`config.mk`:
```
export PLATFORM = sky130hd
export DESIGN_NAME = morse_decoder_flat
export DESIGN_NICKNAME = d
export VERILOG_FILES = /design/src/rtl/morse_pkg.sv /design/src/rtl/morse_if.sv /design/src/rtl/morse_lut.sv /design/src/rtl/morse_decoder.sv /design/src/flat_wrapper.sv
export SDC_FILE = /design/constraint.sdc
export NUM_CORES = 1
export LEC_CHECK = 0
export CORE_ASPECT_RATIO = 0.7
export CORE_MARGIN = 10
export CORE_UTILIZATION = 40
export DETAILED_ROUTE_END_ITERATION = 6
export PLACE_DENSITY = 0.68
export SLEW_MARGIN = 20
export SYNTH_ARGS = -nofsm -noshare
export SYNTH_HDL_FRONTEND = slang
export SYNTH_HIERARCHICAL = 1
export SYNTH_SLANG_ARGS = --single-unit
```
`constraint.sdc`:
```
create_clock -name cclk -period 3.13 [get_ports cclk]
set_input_delay 0.313 -clock cclk [delete_from_list [all_inputs] [get_ports cclk]]
set_output_delay 0.313 -clock cclk [all_outputs]
set_load 0.05 [all_outputs]
```
`src/rtl/morse_pkg.sv`:
```
// rtl/morse_pkg.sv - shared types and constants for the Morse decoder
package morse_pkg;

   typedef enum logic [1:0] {
      IDLE  = 2'd0,
      PRESS = 2'd1,
      SEND  = 2'd2
   } state_t;

   localparam logic [7:0] SPACE_CHAR = 8'h20;
   localparam logic [7:0] ERR_CHAR   = 8'h3F;

   localparam logic ELEM_DOT  = 1'b0;
   localparam logic ELEM_DASH = 1'b1;

endpackage

```
`src/rtl/morse_if.sv`:
```
// rtl/morse_if.sv - character stream from the decoder to the transmitter/display
interface morse_if;

   logic [7:0] char_out;
   logic       char_valid;
   logic       char_ready;

   modport master (output char_out, output char_valid, input char_ready);
   modport slave  (input char_out, input char_valid, output char_ready);

endinterface

```
`src/rtl/morse_lut.sv`:
```
// rtl/morse_lut.sv - Morse pattern to ASCII table, first element at the MSB of the used bits
module morse_lut
   import morse_pkg::*;
(
   input  logic [2:0] elem_cnt,
   input  logic [4:0] elem_bits,
   output logic [7:0] ascii,
   output logic       valid
);

   // key is {element count, right-aligned pattern}; dot=0, dash=1
   always_comb begin
      ascii = ERR_CHAR;
      valid = 1'b1;
      case ({elem_cnt, elem_bits})
         8'b001_00000: ascii = "E";
         8'b001_00001: ascii = "T";
         8'b010_00000: ascii = "I";
         8'b010_00001: ascii = "A";
         8'b010_00010: ascii = "N";
         8'b010_00011: ascii = "M";
         8'b011_00000: ascii = "S";
         8'b011_00001: ascii = "U";
         8'b011_00010: ascii = "R";
         8'b011_00011: ascii = "W";
         8'b011_00100: ascii = "D";
         8'b011_00101: ascii = "K";
         8'b011_00110: ascii = "G";
         8'b011_00111: ascii = "O";
         8'b100_00000: ascii = "H";
         8'b100_00001: ascii = "V";
         8'b100_00010: ascii = "F";
         8'b100_00100: ascii = "L";
         8'b100_00110: ascii = "P";
         8'b100_00111: ascii = "J";
         8'b100_01000: ascii = "B";
         8'b100_01001: ascii = "X";
         8'b100_01010: ascii = "C";
         8'b100_01011: ascii = "Y";
         8'b100_01100: ascii = "Z";
         8'b100_01101: ascii = "Q";
         8'b101_00000: ascii = "5";
         8'b101_00001: ascii = "4";
         8'b101_00011: ascii = "3";
         8'b101_00111: ascii = "2";
         8'b101_01111: ascii = "1";
         8'b101_10000: ascii = "6";
         8'b101_11000: ascii = "7";
         8'b101_11100: ascii = "8";
         8'b101_11110: ascii = "9";
         8'b101_11111: ascii = "0";
         default:      valid = 1'b0;
      endcase
   end

endmodule

```
`src/rtl/morse_decoder.sv`:
```
// rtl/morse_decoder.sv - times taps into dots/dashes, buffers letters, streams the message on send
module morse_decoder
   import morse_pkg::*;
#(
   parameter int DASH_CYCLES = 30000000,
   parameter int MAX_ELEMS   = 5,
   parameter int MSG_DEPTH   = 32
) (
   input  logic       cclk,
   input  logic       rstb,
   input  logic       tap,
   input  logic       space,
   input  logic       send,
   morse_if.master    tx,
   output logic [5:0] msg_len,
   output logic       busy,
   output logic       err
);

   localparam int PTR_W = $clog2(MSG_DEPTH);

   state_t           state, state_nxt;
   logic             prev_tap, prev_space, prev_send;
   logic             tap_rise, tap_fall, space_rise, send_rise;
   logic [31:0]      dur;
   logic [4:0]       elem_bits;
   logic [2:0]       elem_cnt;
   logic             ovf;
   logic [7:0]       msg_mem [MSG_DEPTH];
   logic [PTR_W-1:0] wr_ptr, rd_ptr;
   logic             start_press, classify, commit, enter_send, accept, last_accept;
   logic [7:0]       lut_ascii, commit_char;
   logic             lut_valid, commit_bad, dash, buf_full;

   assign tap_rise   = tap & ~prev_tap;
   assign tap_fall   = ~tap & prev_tap;
   assign space_rise = space & ~prev_space;
   assign send_rise  = send & ~prev_send;
   assign buf_full   = (msg_len == 6'(MSG_DEPTH));
   assign dash       = (dur >= 32'(DASH_CYCLES)) ? ELEM_DASH : ELEM_DOT;

   morse_lut u_lut (
      .elem_cnt  (elem_cnt),
      .elem_bits (elem_bits),
      .ascii     (lut_ascii),
      .valid     (lut_valid)
   );

   // character produced by a commit: word gap, decoded letter, or '?' for bad/overflowed patterns
   always_comb begin
      commit_char = lut_ascii;
      commit_bad  = 1'b0;
      if (elem_cnt == 3'd0) begin
         commit_char = SPACE_CHAR;
      end else if (ovf || !lut_valid) begin
         commit_char = ERR_CHAR;
         commit_bad  = 1'b1;
      end
   end

   // state register
   always_ff @(posedge cclk) begin
      if (!rstb) state <= IDLE;
      else       state <= state_nxt;
   end

   // next state and control strobes; send beats space beats tap within a cycle
   always_comb begin
      state_nxt      = state;
      start_press    = 1'b0;
      classify       = 1'b0;
      commit         = 1'b0;
      enter_send     = 1'b0;
      accept         = 1'b0;
      last_accept    = 1'b0;
      busy           = 1'b0;
      tx.char_valid  = 1'b0;
      case (state)
         IDLE: begin
            if (send_rise) begin
               if (msg_len != 6'd0) begin
                  state_nxt  = SEND;
                  enter_send = 1'b1;
               end
            end else if (space_rise) begin
               commit = 1'b1;
            end else if (tap_rise) begin
               state_nxt   = PRESS;
               start_press = 1'b1;
            end
         end
         PRESS: begin
            if (send_rise && msg_len != 6'd0) begin
               state_nxt  = SEND;
               enter_send = 1'b1;
            end else if (tap_fall) begin
               state_nxt = IDLE;
               classify  = 1'b1;
            end
         end
         SEND: begin
            busy          = 1'b1;
            tx.char_valid = 1'b1;
            if (tx.char_ready) begin
               accept = 1'b1;
               if (msg_len == 6'd1) begin
                  last_accept = 1'b1;
                  state_nxt   = IDLE;
               end
            end
         end
         default: state_nxt = IDLE;
      endcase
   end

   assign tx.char_out = (state == SEND) ? msg_mem[rd_ptr] : 8'h00;

   // edge history, press timing, letter pattern, buffer bookkeeping and error pulse
   always_ff @(posedge cclk) begin
      if (!rstb) begin
         prev_tap   <= 1'b0;
         prev_space <= 1'b0;
         prev_send  <= 1'b0;
         dur        <= 32'd0;
         elem_bits  <= 5'd0;
         elem_cnt   <= 3'd0;
         ovf        <= 1'b0;
         wr_ptr     <= '0;
         rd_ptr     <= '0;
         msg_len    <= 6'd0;
         err        <= 1'b0;
      end else begin
         prev_tap   <= tap;
         prev_space <= space;
         prev_send  <= send;
         err        <= 1'b0;
         if (start_press) begin
            dur <= 32'd1;
         end else if (state == PRESS && tap && dur < 32'(DASH_CYCLES)) begin
            dur <= dur + 32'd1;
         end
         if (classify) begin
            if (elem_cnt < 3'(MAX_ELEMS)) begin
               elem_bits <= {elem_bits[3:0], dash};
               elem_cnt  <= elem_cnt + 3'd1;
            end else begin
               ovf <= 1'b1;
            end
         end
         if (commit || enter_send) begin
            elem_bits <= 5'd0;
            elem_cnt  <= 3'd0;
            ovf       <= 1'b0;
         end
         if (commit) begin
            if (buf_full) begin
               err <= 1'b1;
            end else begin
               wr_ptr  <= wr_ptr + 1'b1;
               msg_len <= msg_len + 6'd1;
               err     <= commit_bad;
            end
         end
         if (last_accept) begin
            rd_ptr  <= '0;
            wr_ptr  <= '0;
            msg_len <= 6'd0;
         end else if (accept) begin
            rd_ptr  <= rd_ptr + 1'b1;
            msg_len <= msg_len - 6'd1;
         end
      end
   end

   // message storage; contents are only meaningful below msg_len so no reset
   always_ff @(posedge cclk) begin
      if (commit && !buf_full) msg_mem[wr_ptr] <= commit_char;
   end

endmodule

```
`src/flat_wrapper.sv`:
```
// flat-port wrapper written by rule: the top's interface ports become plain ports
module morse_decoder_flat import morse_pkg::*;
#(
   parameter int DASH_CYCLES = 30000000,
   parameter int MAX_ELEMS   = 5,
   parameter int MSG_DEPTH   = 32
)
  (cclk, rstb, tap, space, send, msg_len, busy, err, tx_char_out, tx_char_valid, tx_char_ready);
  morse_if tx_i ();
  input  logic cclk;
  input  logic rstb;
  input  logic tap;
  input  logic space;
  input  logic send;
  output logic [5:0] msg_len;
  output logic busy;
  output logic err;
  output wire logic [$bits(tx_i.char_out)-1:0] tx_char_out;
  output wire logic [$bits(tx_i.char_valid)-1:0] tx_char_valid;
  input wire logic [$bits(tx_i.char_ready)-1:0] tx_char_ready;
  assign tx_char_out = tx_i.char_out;
  assign tx_char_valid = tx_i.char_valid;
  assign tx_i.char_ready = tx_char_ready;
  morse_decoder #(.DASH_CYCLES(DASH_CYCLES), .MAX_ELEMS(MAX_ELEMS), .MSG_DEPTH(MSG_DEPTH)) u_core (.cclk(cclk), .rstb(rstb), .tap(tap), .space(space), .send(send), .tx(tx_i), .msg_len(msg_len), .busy(busy), .err(err));
endmodule
```
== Word level (Yosys, flattened, before mapping) ==
Memories as Yosys holds them, arrays and structs flattened. A register that Yosys moved wholly into a read port is not among the register bits.
Cells that the tools add are included.
Storage, ports and cells
  bits in registers: 63
  latch bits: 0
  bits in writable memories: 256
  bits in read-only memories: 0
  input bits: 6
  output and inout bits: 17
  logic and storage cells: 151
  memories kept: 1
Operators by class
  add/subtract/negate cells: 6
  multiply operators: 0
  divide/modulo/power cells: 0
  magnitude comparators: 3
  equality and inequality tests: 47
  shift-type cells: 0
  muxes and demuxes: 47
  bitwise logic cells: 11
  reductions and logical operators: 23
Memory list
  u_core.msg_mem: words 32, width 8, read ports 1, clocked after Yosys merged registers in 1, wr ports 1, line morse_decoder.sv:29  | logic [7:0] msg_mem [MSG_DEPTH];
Operators with widths (number)
  $pmux 7 s36: 1
  $eq 8x8->1 const B: 22
  $eq 8x7->1 const B: 12
  $reduce_or 36->1: 1
  $add 32x1->32 const B: 1
  $ge 32x25->1 const B: 1
  $lt 32x25->1 const B: 1
  $mux 1: 28
  $mux 6: 3
  $eq 8x6->1 const B: 2
  $mux 2: 8
  $mux 8: 2
  $add 5x1->5 const B: 2
  $mux 5: 2
  $reduce_and 2->1: 5
  $mux 7: 1
  $not 1->1: 7
  $add 6x1->6 const B: 1
  $eq 6x1->1 const B: 1
  $eq 6x6->1 const B: 1
  $ne 3x1->1 const B: 2
  $ne 3x3->1 const B: 2
  $pmux 2 s3: 1
  $reduce_and 6->1: 1
  other kinds (17): 29

== Longest topological paths before layout ==
Gate-level depths: netlist of the first run.
  depth after elaboration: 8
  depth in mapped cells: 10
  gate-level depth less buffers: 7

== Cells and area by module ==
The synthesis of the first run kept the hierarchy.
Modules (own cells, without submodules)
  morse_decoder: instances 1, cells an instance 850, area each 13096.3 µm², sequential area each 9048.7 µm²
  morse_lut: instances 1, cells an instance 120, area each 770.7 µm², sequential area each 0.0 µm²

== Worst setup path after synthesis of the first run ==
Ideal clock, no wire load.
  kind: register -> register
  start: reg u_core.msg_len[0]
  end: mem u_core.msg_mem[13][0], enable pin
  library setup time: 0.370 ns
  arrival: 2.925 ns
  required time: 2.760 ns
  setup slack: -0.165 ns
  cell stages (with the launch flop): 8
  buffers on the path: 1
  period minus slack after synthesis: 3.295 ns
  cell sequence: dfxtp_1 inv_1 ha_1 and2_1 a2111oi_0 clkbuf_1 nand2_1 nor2_1
On the way
  word-level cells in the longest chain between the ends: 5
Ends and longest elaborated chain
  start, declared: line morse_decoder.sv:15  | output logic [5:0] msg_len,
  start signal, assigned: line morse_decoder.sv:160  | msg_len <= msg_len + 6'd1;
  start signal, assigned: line morse_decoder.sv:170  | msg_len <= msg_len - 6'd1;
  $eq 6x6->1: line morse_decoder.sv:39  | assign buf_full = (msg_len == 6'(MSG_DEPTH));
  $logic_not 1->1: line morse_decoder.sv:177  | if (commit && !buf_full) msg_mem[wr_ptr] <= commit_char;
  $logic_and 1x1->1: line morse_decoder.sv:177
  $mux 1: line morse_decoder.sv:177
  $mux 1 (not written as such): line morse_decoder.sv:177
  end, declared: line morse_decoder.sv:29
No other way between the ends.

==> out/results.ini, run 1 <==
[run_status]
violations = slew limit
status = finished, violations left

[pwr]
switching_share_pct = 23.30
seq_power_share_pct = 51.5
clock_power_share_pct = 40.5
p_switching_mw = 2.139
p_leak_nw = 4.834
ir_worst_vdd_mv = 0.4174
combPwrFrac_pct = 8.1
cellInternalPower_mw = 7.042
p_per_area_nw_per_um2 = 567.7

[cells_and_area]
nFillCells = 2852
area_delta_synth_final_pct = 16.62
n_antenna_cell = 0
multi_input_area_um2 = 4509
layout-drive-gt1-share_pct = 20.54
finalNonFillerCells = 1540
num-nets-final = 1069
design_area_um2 = 16170
area.sequential_um2 = 9059

[logic_synthesis]
yosysTopAreaCell = edfxtp_1
yosysWarnings = 6
synth_top_area_share_pct = 55.44
ys_ff_latch = 324
synthCells = 970
ys_seq_area_share_pct = 65.25
yosysMostFrequentCell = edfxtp_1
synth_simple_gate_area_share_pct = 11.92
yosys-top-cells-count = edfxtp_1 (256), nor2_1 (88), dfxtp_1 (68)
async_flop_share_pct = 0
netlist_area_um2 = 13870
synth_fa_ha_area_share_pct = 1.083
synth-compound-area-share_pct = 7.272
synth-xor-area-share_pct = 1.326
synth.distinct_cells = 73
syn_avg_cell_area_um2 = 14.30
synth_edf_count = 256
synthFlopType = edfxtp_1
synth_top_family_by_area = simple AND/OR/NAND/NOR gates
synth.area.top_cells = edfxtp_1 (55%), dfxtp_1 (9.8%), mux4_2 (9.1%), nor2_1 (2.4%), nand2_1 (1.6%)
muxShareOfSynthArea_pct = 10.76
syn-num-nets = 988

[run]
maxCapViolCount = 0

[global_route]
overflow = 0
grt_use_total_pct = 14.43
grt_pass1_vias = 8159
antenna_found_initial = 0
grt_max_degree = 34
grt_pass1_wl_mm = 48.86

[placement]
hpwlAfterDp_mm = 20.49
io_buffers = 22
dp.cells = 1474
placed_area_um2 = 15090
place_congestion = 0.9108

[setup_path]
crit_required_ps = 2820
worst_ep_arrival_time_ps = 2660
crit_type = reg2out
worstPathMaxFanout = 33
setup.worst_path.start_class = register
setup.worst_path.end_class = primary output

[timing]
hold_violations = 0
max_slew_margin_pct = -1.343
min_period_over_period_pct = 94.94
rsz0062_at_grt = false
fin_skew_ps = 9.497
hold_slack_ps = 362.6
setup_viol = 0
setup_tns_ps = 0
finalCriticalPeriod_ps = 2972
fmax_mhz = 336.5
worst_slew_pin_slew_ps = 1520
drv_slew = 33

[floorplan]
start_util_pct = 40.98
die_w_um = 242.5
rows = 56
boundaryPins = 23
dieArea_um2 = 42630
dieHeight_um = 175.8
core_um2 = 33840

[route]
drc = 0
antenna_left = 0
num_vias = 8535
avgViaCountPerCell = 5.542
wl_per_cell_um = 20.52
drt-total-wl_mm = 31.60
first_pass_iters = 6
drt-initial-drc-count = 808

[clock_network]
clock_sinks = 324
htree_levels = 1
worstSkewPairLatency_ps = 570
hold_buffers = 0
cts_tree = yes
numCtsBuffers = 31
clk_pin_slew_ps = 70
cts_root_buffer = clkbuf_16
cts_buffer_depth = 3

[worst_hold_path]
min_path_type = in2reg

[placed cells by master, fill, tap and decap left out, types with 17 or more instances in the layout]
master     Yosys  layout
edfxtp_1     256     256
nor2_1        88      88
buf_4          2      80
dfxtp_1       68      64
nand2_1       59      59
mux4_2        56      56
clkbuf_16      0      31
a21oi_1       27      27
o21ai_0       26      26
nor3_1        23      23
nand3_1       20      20
inv_1         19      19
and2_1        17      17
[critical path, cell delays in order (launching register included)]
cell and delay [ps]:
dfxtp_4 410, buf_16 250, mux4_2 550, a22oi_1 300
nand2_1 140, a32o_1 230, buf_4 190
[flip-flops by register name, indices dropped and copies added, names as in the netlist, named ones only]
signal,flops
u_core/err,1
u_core/wr_ptr,5
u_core/state,2
u_core/prev_tap,1
u_core/ovf,1
u_core/elem_bits,5
u_core/elem_cnt,3
u_core/msg_mem,256
u_core/prev_send,1
u_core/prev_space,1
u_core/msg_len,6
u_core/rd_ptr,5
u_core/dur,32
[metrics by stage]
step | util [%] | total power, mW | worst slack, ps
CTS | 47.64 | 9.238 | 62.47
finish | 47.79 | 9.181 | 158.2
floorplan | - | 5.295 | 167.6
global route | 47.79 | 9.475 | 49.18
detailed placement | 44.59 | 5.550 | 499.9
global placement | 44.59 | 5.536 | 551.5
[layout make-up]
class	count	area share, %
clock buffer	38	4.959
clock inverter	20	1.176
inverter	19	0.4410
multi-input combinational	570	27.88
sequential	324	56.02
tap	464	3.590
timing repair buffer	105	5.934
[what timing repair did]
| item | 4_1_cts | 5_1_grt |
|---|---|---|
| endpoints found under the setup margin | 8 | 3 |
| setup buffers | 4 | 4 |
| gates resized for setup | 1 | 1 |
[power groups by stage]
stage,Sequential (mW),Clock [mW],Combinational (mW)
floorplan,4.84,0,0.455
global placement,4.83,0,0.710
detailed placement,4.83,0,0.722
CTS,4.73,3.77,0.743
global route,4.73,3.94,0.803
finish,4.73,3.71,0.741
[metal layers]
layer	routed length [um]	track usage (%)	vias up	part of all wire, %
li1	-	-	3924	-
met1	15170	21.65	4257	48
met2	13230	20.25	306	42
met3	2461	3.440	48	7.8
met4	752	3.946	0	2.4
met5	0	0	-	0
[cell families after synthesis]
group / after synthesis
compound gates: 142
simple gates: 316
flops: 324
buf+inv: 76
fa+ha+maj: 12
xor+xnor: 21
other cells: 1
mux: 78
[final timing paths]
path / from / end / slack [ps] / cells past startpoint
max: register / tx_char_out[0] / 160 / 6
min reg2reg: u_core/dur[27]$_SDFFE_PP0P_ / u_core/dur[27]$_SDFFE_PP0P_ / 450 / 1
min: space / u_core/prev_space$_SDFF_PN0_ / 360 / 2
max reg2reg: u_core/elem_bits[4]$_SDFFE_PP0P_ / u_core/msg_mem[22][2]$_DFFE_PP_ / 430 / 9
Power figures use the tool's default switching activity.
==> run 2: changes to the inputs <==
--- a/config.mk
+++ b/config.mk
@@ -5,7 +5,7 @@
 export SDC_FILE = /design/constraint.sdc
 export NUM_CORES = 1
 export LEC_CHECK = 0
-export CORE_ASPECT_RATIO = 0.7
+export CORE_ASPECT_RATIO = 0.5
 export CORE_MARGIN = 10
 export CORE_UTILIZATION = 40
 export DETAILED_ROUTE_END_ITERATION = 6
==> run 2 against run 1 <==
- utilization is 1.2 points lower
- largest power group unchanged
- highest routed layer unchanged
- critical endpoint unchanged
- register-to-register slack worse by 230 ps
- global-route usage shrank 0.42 points
- the flow now finishes without violations
==> out/results.ini, run 2 (synthesized netlist as in run 1, its figures left out) <==
[global_route]
grt_use_total_pct = 14.01
grt_max_degree = 49
grt_pass1_vias = 8327
antenna_found_initial = 0
overflow = 0
grt_pass1_wl_mm = 47.73

[route]
drt-initial-drc-count = 944
drt-total-wl_mm = 31.05
first_pass_iters = 5
wl_per_cell_um = 20.22
avgViaCountPerCell = 5.559
drc = 0
num_vias = 8538
antenna_left = 0

[clock_network]
cts_root_buffer = clkbuf_16
cts_tree = yes
clk_pin_slew_ps = 60
cts_buffer_depth = 3
worstSkewPairLatency_ps = 570
clock_sinks = 324
htree_levels = 1
numCtsBuffers = 30

[pwr]
clock_power_share_pct = 39.6
p_leak_nw = 4.760
cellInternalPower_mw = 7.011
switching_share_pct = 22.44
p_switching_mw = 2.029
seq_power_share_pct = 52.3
p_total_mw = 9.040
p_per_area_nw_per_um2 = 565.1
ir_worst_vdd_mv = 0.3633
combPwrFrac_pct = 8.1

[setup_path]
worst_ep_arrival_time_ps = 2690
setup.worst_path.end_class = primary output
worstPathMaxFanout = 48
crit_type = reg2out
setup.worst_path.start_class = register
crit_required_ps = 2820

[floorplan]
boundaryPins = 23
core_um2 = 34350
start_util_pct = 40.37
dieArea_um2 = 42970
die_w_um = 283.3
dieHeight_um = 151.7
rows = 48

[cells_and_area]
n_antenna_cell = 0
regMostFlops = u_core/msg_mem
nFillCells = 2960
num-nets-final = 1056
area_delta_synth_final_pct = 15.35
layout-drive-gt1-share_pct = 19.51
multi_input_area_um2 = 4511
final_cell_mix = edfxtp_1 (256), nor2_1 (88), buf_4 (76), dfxtp_1 (64), nand2_1 (59)
largest_register_ffs = 256
reg_top3 = u_core/msg_mem (256), u_core/dur (32), u_core/msg_len (6)
final_common_cell = edfxtp_1
area.sequential_um2 = 9056

[timing]
fmax_mhz = 332.7
finalCriticalPeriod_ps = 3006
setup_tns_ps = 0
worst_slew_pin_slew_ps = 1182
hold_violations = 0
setup_viol = 0
max_slew_margin_pct = 21.22
fin_skew_ps = 27.94
min_period_over_period_pct = 96.04
rsz0062_at_grt = false
drv_slew = 0

[run_status]
status = finished clean

[worst_hold_path]
min_path_type = reg2reg

[placement]
place_congestion = 0.8782
io_buffers = 22
hpwlAfterDp_mm = 19.84

[run]
maxCapViolCount = 0

==> run 2: final timing paths <==
check	from	end	slack [ps]	cells after the start
worst max register to register	u_core/elem_cnt[1]$_SDFFE_PP0P_	u_core/msg_mem[6][6]$_DFFE_PP_	200	8
worst min register to register	u_core/dur[26]$_SDFFE_PP0P_	u_core/dur[26]$_SDFFE_PP0P_	450	1
worst max-delay path	register	tx_char_out[0]	120	6
worst min-delay path	u_core/dur[26]$_SDFFE_PP0P_	u_core/dur[26]$_SDFFE_PP0P_	450	1
==> run 2: through the flow <==
step                      cell area, um2  cells  setup WS (ps)  util [%]  hold WS (ps)
after floorplan                    13870    970          167.6         -         420.9
after global placement             14940   1475          432.2     43.49         434.7
after detailed placement           14940   1475          244.9     43.49         439.7
after CTS                          15930   1530          7.431     46.36         425.0
after global routing               16000   1536          11.76     46.56         443.6
final                              16000   1536          124.0     46.56         450.0
==> run 2: final cells by class <==
| cell class | instances | area share (%) |
|---|---|---|
| flip-flops and latches | 324 | 56.62 |
| well taps | 475 | 3.716 |
| repair buffers | 93 | 4.897 |
| multi-input cells | 570 | 28.20 |
| clock buffers | 38 | 4.967 |
| clock inverters | 17 | 1.158 |
| inverters | 19 | 0.4459 |
==> run 2: critical path, stage by stage, from the launching register on <==
cell and delay, ps:
dfxtp_2 510, buf_12 320, mux4_2 360, nor2b_1 140, a211o_1 280, a32o_1 270
buf_4 200
==> run 2: power groups by stage <==
| stage | registers (mW) | clock network [mW] | logic (mW) |
|---|---|---|---|
| global placement | 4.82 | 0 | 0.697 |
| detailed placement | 4.82 | 0 | 0.713 |
| CTS | 4.73 | 3.65 | 0.718 |
| floorplan | 4.84 | 0 | 0.455 |
| global route | 4.73 | 3.81 | 0.788 |
| finish | 4.73 | 3.58 | 0.732 |
==> run 2: repair_timing <==
| item | 4_1_cts | 5_1_grt |
|---|---|---|
| buffers inserted | 0 | 5 |
| gates resized for setup | 1 | 1 |
| setup endpoints to repair | 1 | 59 |
| hold buffers | 0 | 0 |
| gates cloned | 0 | 1 |
==> run 2: metal layers <==
layer	track usage, %	vias to the layer above	share of wire (%)
met3	2.218	61	6.5
li1	-	3889	-
met4	4.075	0	2.6
met2	24.58	335	49
met1	17.90	4253	42
met5	0	-	0
